File: src/rtl/mmc1_pkg.sv
// Shared encodings for the parametrised MMC1 mapper: register selects,
// mirroring and PRG banking modes, and serial-loader constants.
package mmc1_pkg;

  localparam int SHIFT_LEN = 5;
  localparam int CNT_W     = 3;
  localparam logic [SHIFT_LEN-1:0] CTRL_RESET = 5'b01100;

  typedef enum logic [1:0] {
    SEL_CTRL = 2'b00,
    SEL_CHR0 = 2'b01,
    SEL_CHR1 = 2'b10,
    SEL_PRG  = 2'b11
  } reg_sel_e;

  typedef enum logic [1:0] {
    MIR_ONE_LO = 2'b00,
    MIR_ONE_HI = 2'b01,
    MIR_VERT   = 2'b10,
    MIR_HORZ   = 2'b11
  } mirror_e;

  typedef enum logic [1:0] {
    PRG_32K_A  = 2'b00,
    PRG_32K_B  = 2'b01,
    PRG_FIX_LO = 2'b10,
    PRG_FIX_HI = 2'b11
  } prg_mode_e;

endpackage

File: src/rtl/mmc1_serial_loader.sv
// Serial 5-bit loader: LSB-first shift register with the MMC1 consecutive-write
// filter; emits a one-cycle commit (value + select) and a D7 clear strobe.
module mmc1_serial_loader
  import mmc1_pkg::*;
(
  input  logic                 clk,
  input  logic                 rst,
  input  logic                 wr_en,
  input  logic                 d7,
  input  logic                 d0,
  input  logic [1:0]           sel_in,
  output logic                 commit,
  output logic                 clear,
  output logic [SHIFT_LEN-1:0] value,
  output reg_sel_e             sel
);

  localparam logic [CNT_W-1:0] CNT_LAST = CNT_W'(SHIFT_LEN - 1);

  logic [SHIFT_LEN-1:0] shift_q, shift_d;
  logic [CNT_W-1:0]     cnt_q, cnt_d;
  logic                 last_wr_q, last_wr_d;
  logic                 accept;

  // A D0 write landing right after another write cycle is dropped, but a
  // D7 write is always honoured.
  always_comb begin
    accept    = wr_en & ~d7 & ~last_wr_q;
    clear     = wr_en & d7;
    value     = {d0, shift_q[SHIFT_LEN-1:1]};
    commit    = accept & (cnt_q == CNT_LAST);
    sel       = reg_sel_e'(sel_in);
    shift_d   = shift_q;
    cnt_d     = cnt_q;
    last_wr_d = wr_en;
    if (clear || commit) begin
      shift_d = '0;
      cnt_d   = '0;
    end else if (accept) begin
      shift_d = value;
      cnt_d   = cnt_q + CNT_W'(1);
    end
  end

  always_ff @(negedge clk or posedge rst) begin
    if (rst) begin
      shift_q   <= '0;
      cnt_q     <= '0;
      last_wr_q <= 1'b0;
    end else begin
      shift_q   <= shift_d;
      cnt_q     <= cnt_d;
      last_wr_q <= last_wr_d;
    end
  end

endmodule

File: src/rtl/mmc1_param_mapper.sv
// Parametrised MMC1 mapper top: internal registers, PRG/CHR bank muxing,
// nametable mirroring, and PRG/WRAM chip enables.
module mmc1_param_mapper
  import mmc1_pkg::*;
#(
  parameter int PRG_BANK_BITS = 4,
  parameter int CHR_BANK_BITS = 5,
  parameter int PRG_OUTER_EN  = 0,
  parameter int WRAM_CTRL_EN  = 1
) (
  input  logic                                  CPU_M2,
  input  logic                                  RESET,
  input  logic                                  nCPU_ROMSEL,
  input  logic                                  CPU_A14,
  input  logic                                  CPU_A13,
  input  logic                                  nCPU_RW,
  input  logic                                  CPU_D7,
  input  logic                                  CPU_D0,
  input  logic                                  PPU_A12,
  input  logic                                  PPU_A11,
  input  logic                                  PPU_A10,
  output logic                                  CIRAM_A10,
  output logic [PRG_BANK_BITS+PRG_OUTER_EN-1:0] PRG_A,
  output logic [CHR_BANK_BITS-1:0]              CHR_A,
  output logic                                  nPRG_CE,
  output logic                                  nWRAM_CE
);

  logic                 wr_event;
  logic                 commit, clear;
  logic [SHIFT_LEN-1:0] value;
  reg_sel_e             sel;

  logic [SHIFT_LEN-1:0] ctrl_q, ctrl_d;
  logic [SHIFT_LEN-1:0] chr0_q, chr0_d;
  logic [SHIFT_LEN-1:0] chr1_q, chr1_d;
  logic [SHIFT_LEN-1:0] prg_q, prg_d;

  logic [SHIFT_LEN-1:0]     chr_active;
  logic [PRG_BANK_BITS-1:0] prg_base, prg_bank;
  logic [CHR_BANK_BITS-1:0] chr_bank;
  logic                     outer_bit;
  logic                     wram_dis;
  logic                     unused_bits;

  assign wr_event = ~nCPU_ROMSEL & ~nCPU_RW;

  mmc1_serial_loader u_loader (
    .clk    (CPU_M2),
    .rst    (RESET),
    .wr_en  (wr_event),
    .d7     (CPU_D7),
    .d0     (CPU_D0),
    .sel_in ({CPU_A14, CPU_A13}),
    .commit (commit),
    .clear  (clear),
    .value  (value),
    .sel    (sel)
  );

  always_comb begin
    ctrl_d = ctrl_q;
    chr0_d = chr0_q;
    chr1_d = chr1_q;
    prg_d  = prg_q;
    if (clear) begin
      ctrl_d = ctrl_q | CTRL_RESET;
    end else if (commit) begin
      case (sel)
        SEL_CTRL: ctrl_d = value;
        SEL_CHR0: chr0_d = value;
        SEL_CHR1: chr1_d = value;
        SEL_PRG:  prg_d  = value;
        default:  ctrl_d = ctrl_q;
      endcase
    end
  end

  always_ff @(negedge CPU_M2 or posedge RESET) begin
    if (RESET) begin
      ctrl_q <= CTRL_RESET;
      chr0_q <= '0;
      chr1_q <= '0;
      prg_q  <= '0;
    end else begin
      ctrl_q <= ctrl_d;
      chr0_q <= chr0_d;
      chr1_q <= chr1_d;
      prg_q  <= prg_d;
    end
  end

  // The active CHR register also supplies the SUROM outer PRG bit, so fixed
  // banks stay within the currently selected 256 KB half.
  always_comb begin
    chr_active = (ctrl_q[4] & PPU_A12) ? chr1_q : chr0_q;
    outer_bit  = chr_active[4];

    case (mirror_e'(ctrl_q[1:0]))
      MIR_ONE_LO: CIRAM_A10 = 1'b0;
      MIR_ONE_HI: CIRAM_A10 = 1'b1;
      MIR_VERT:   CIRAM_A10 = PPU_A10;
      MIR_HORZ:   CIRAM_A10 = PPU_A11;
      default:    CIRAM_A10 = 1'b0;
    endcase

    prg_base = prg_q[PRG_BANK_BITS-1:0];
    prg_bank = prg_base;
    case (prg_mode_e'(ctrl_q[3:2]))
      PRG_32K_A, PRG_32K_B: prg_bank[0] = CPU_A14;
      PRG_FIX_LO:           prg_bank = CPU_A14 ? prg_base : '0;
      PRG_FIX_HI:           prg_bank = CPU_A14 ? '1 : prg_base;
      default:              prg_bank = prg_base;
    endcase

    if (ctrl_q[4]) begin
      chr_bank = chr_active[CHR_BANK_BITS-1:0];
    end else begin
      chr_bank    = chr0_q[CHR_BANK_BITS-1:0];
      chr_bank[0] = PPU_A12;
    end

    wram_dis = (WRAM_CTRL_EN != 0) && prg_q[4];
  end

  generate
    if (PRG_OUTER_EN != 0) begin : g_outer
      assign PRG_A = {outer_bit, prg_bank};
    end else begin : g_no_outer
      assign PRG_A = prg_bank;
    end
  endgenerate

  assign CHR_A    = chr_bank;
  assign nPRG_CE  = nCPU_ROMSEL | ~nCPU_RW;
  assign nWRAM_CE = ~(nCPU_ROMSEL & CPU_M2 & CPU_A14 & CPU_A13 & ~wram_dis);

  // Register bits that some parameter sets leave unread.
  assign unused_bits = ^{chr0_q, chr1_q, prg_q, outer_bit};

endmodule

File: config.mk
export PLATFORM = sky130hd
export DESIGN_NAME = mmc1_param_mapper
export DESIGN_NICKNAME = d
export VERILOG_FILES = /design/src/rtl/mmc1_pkg.sv /design/src/rtl/mmc1_serial_loader.sv /design/src/rtl/mmc1_param_mapper.sv
export SDC_FILE = /design/constraint.sdc
export NUM_CORES = 1
export LEC_CHECK = 0
export BUFFER_PORTS_ARGS = -buffer_cell sky130_fd_sc_hd__buf_4
export CORE_UTILIZATION = 50
export CTS_CLUSTER_DIAMETER = 40
export DETAILED_ROUTE_END_ITERATION = 10
export PLACE_DENSITY = 0.75
export SYNTH_ARGS = -nofsm -noshare
export SYNTH_HDL_FRONTEND = slang
export SYNTH_SLANG_ARGS = --single-unit
File: constraint.sdc
create_clock -name CPU_M2 -period 4.1 [get_ports CPU_M2]
set_clock_uncertainty 0.1 [all_clocks]
set_input_delay 0 -clock CPU_M2 [delete_from_list [all_inputs] [get_ports CPU_M2]]
set_output_delay 0 -clock CPU_M2 [all_outputs]
set_load 0.01 [all_outputs]
==> flow_metrics.py <==
metrics = {
    "outcome": {
        "status": "finished, final reports clean",
    },
    "cts": {
        "ctsHoldBuffers": 0,
        "cts_tree": "built",
        "clock_latency_ns": 0.43,
        "cts_resized": 0,
        "clkSlewWorstSetupHoldPaths_ns": 0.04,
        "post_cts_buffers": 0,
    },
    "floorplan": {
        "die_area_um2": 3020,
        "num_io_pins": 23,
        "initial_core_util_pct": 54.6,
        "core_um2": 2570,
        "die_x_um": 54.9,
        "row_count": 18,
        "die_height_um": 54.9,
    },
    "worst_setup_path": {
        "cp-startpoint": "ctrl_q[3]",
        "r2r_setup_slack_ns": 2.09,
        "worstSetupPathType": "flip-flop to output port",
        "cp.arrival_ns": 3.59,
        "critPathCaptureType": "output port",
        "regToRegStartpoint": "u_loader.cnt_q[0]",
        "startpoint_type": "flip-flop",
        "worst_ep_required_time_ns": 4.00,
        "path_max_fanout": 7,
        "rr_worst_depth": 5,
        "r2r-end": "ctrl_q[4]",
    },
    "yosys": {
        "syn_avg_cell_area_um2": 11.5,
        "ys_seq_area_share_pct": 50.2,
        "synth.cell_area_um2": 1400,
        "yosysUniqueCellTypes": 26,
        "ys_seq_elements": 28,
        "async_flop_share_pct": 100,
        "synthFlopType": "dfrtn_1",
        "synth_edf_count": 0,
        "syn_inst": 122,
        "synth_nets": 135,
        "yosys_warnings": 0,
    },
    "global_routing": {
        "grt_pass1_vias": 1043,
        "grt-ovfl-total": 0,
        "grt_pass1_wl_mm": 4.43,
        "grt_max_degree": 29,
        "grt_usage_pct": 21.7,
        "antenna_found_initial": 0,
    },
    "placement": {
        "dp_hpwl_mm": 1.95,
        "portBuffers": 22,
        "placed_area_um2": 1590,
        "routabilityCongestion": 0.846,
    },
    "sta": {
        "setup_tns_ns": 0,
        "slew_headroom_pct": 54.0,
        "final_max_slew_viol_count": 0,
        "finalSetupViolCount": 0,
        "tightestPinTransition_ns": 0.685,
        "rsz0062_at_grt": "no",
        "finalHoldViolations": 0,
    },
    "hold_path": {
        "min_to": "nPRG_CE",
        "min_path_cells": 3,
        "hold_start": "nCPU_RW",
        "hold_class": "primary input to output port",
    },
    "drt": {
        "via_per_inst": 5.70,
        "drc": 0,
        "drt_iter0_drc": 17,
        "wl_met3_um": 135,
        "wl_met2_mm": 1.32,
        "routed-via-count": 1031,
        "wl_per_cell_um": 15.1,
        "wirelength_mm": 2.73,
        "top_layer": "met4",
        "ant_nets": 0,
        "first_pass_iters": 4,
        "met1_length_mm": 1.25,
    },
    "pwr": {
        "intPower_mw": 0.396,
        "p_seq_share_pct": 55.8,
        "p_comb_share_pct": 12.5,
        "p_total_mw": 0.539,
        "power.share.clock_pct": 31.7,
        "p_leak_nw": 0.820,
        "p_sw_mw": 0.143,
        "switching_share_pct": 26.6,
        "power.density_nw_per_um2": 328,
        "ir_drop_mv": 0.237,
    },
    "finish": {
        "fillers": 226,
        "drive_gt1_share_pct": 39.1,
        "areaGrowthSynthToFinish_pct": 17.4,
        "final_cell_area_um2": 1650,
        "num_antenna_cells": 0,
        "nets": 165,
    },
    "run": {
        "drv_cap": 0,
    },
}
-- cell families after synthesis --
| group | count (synthesis) | synth area share (%) |
|---|---|---|
| adders and majority gates | 2 | 1.79 |
| buffers and inverters | 10 | 3.75 |
| and+or+nand+nor | 38 | 16.1 |
| xor gates and xnor gates | 1 | 0.625 |
| AOI/OAI and AO/OA | 20 | 8.39 |
| DFF | 28 | 50.2 |
| muxes | 23 | 19.2 |
-- power by group through the flow --
| stage | registers, mW | logic (mW) | clock network (mW) |
|---|---|---|---|
| 3_3_place_gp | 0.305 | 0.0659 | 0.0102 |
| 3_5_place_dp | 0.306 | 0.0681 | 0.0102 |
| 4_1_cts | 0.301 | 0.0682 | 0.176 |
| 2_1_floorplan | 0.302 | 0.0424 | 0.00829 |
| 5_1_grt | 0.302 | 0.0771 | 0.190 |
| 6_report | 0.301 | 0.0676 | 0.171 |
-- critical path, cell delays in order, from the launching register on --
cell,delay [ns]
dfstp_2,0.59
nand2b_1,0.11
a21oi_1,0.16
nor2_1,0.05
buf_4,0.14
-- routing by layer --
layer  vias to the layer above  track usage (%)
met5                         -                0
met4                         0             11.3
met3                         4             7.38
met2                        25             35.9
met1                       513             24.8
li1                        489                -
-- per-stage QoR --
stage,setup WS [ns],cells,hold WS [ns],util (%)
5_1_grt,0.266,181,0.238,64.1
2_1_floorplan,0.291,122,-0.0256,-
3_5_place_dp,0.202,173,0.205,62.0
3_3_place_gp,0.237,173,0.199,62.0
6_report,0.410,181,0.208,64.1
4_1_cts,0.397,181,0.210,64.1
-- registers in the layout, summed over array words and instances, names as in the netlist --
name	flops
chr0_q	5
u_loader.cnt_q	3
chr1_q	5
prg_q	5
u_loader.last_wr_q	1
ctrl_q	5
u_loader.shift_q	4
-- cells in the final DEF, fill, tap and decap left out, types with 2 or more instances in the layout --
cell type  netlist  final
nand2_1         15     15
a21oi_1         15     15
nor3_1           2      2
or3_1            2      2
or4_4            2      2
o32a_1           2      2
mux2_4           3      3
clkbuf_4         0      6
inv_1            7      8
nor2_1           8      8
buf_4            0     24
dfstp_2          2      2
dfrtn_1         26     26
nor4_1           2      2
ha_1             2      2
mux2_2          19     19
nand2b_1         3      3
-- synth_stat cells, types with 2 or more instances --
master,number,share of area [%]
nand2_1,15,4.0
or4_4,2,1.6
ha_1,2,1.8
nor3_1,2,0.71
mux2_2,19,15
nor2_1,8,2.1
or3_1,2,0.89
dfstp_2,2,3.7
o32a_1,2,1.4
inv_1,7,1.9
buf_6,2,1.6
mux2_4,3,3.2
dfrtn_1,26,46
nor4_1,2,0.89
a21oi_1,15,5.4
nand2b_1,3,1.3
-- final cells by class --
cell class	instances	area [µm²]	area share, %
Tap cell	30	37.5	2.28
Multi-Input combinational cell	84	646	39.2
Sequential cell	28	703	42.7
Timing Repair Buffer	23	173	10.5
Clock buffer	8	56.3	3.42
Clock inverter	2	7.51	0.456
Inverter	6	22.5	1.37
-- worst max-delay path by stage --
stage	to	slack (ns)	cells after the start
after global placement	ctrl_q[4]	0.24	4
after detailed placement	ctrl_q[4]	0.20	4
after global routing	PRG_A[2]	0.27	4
after CTS	PRG_A[3]	0.40	4
after floorplan	ctrl_q[0]	0.29	5
final	PRG_A[3]	0.41	4
(Power assumes the default switching activity.)
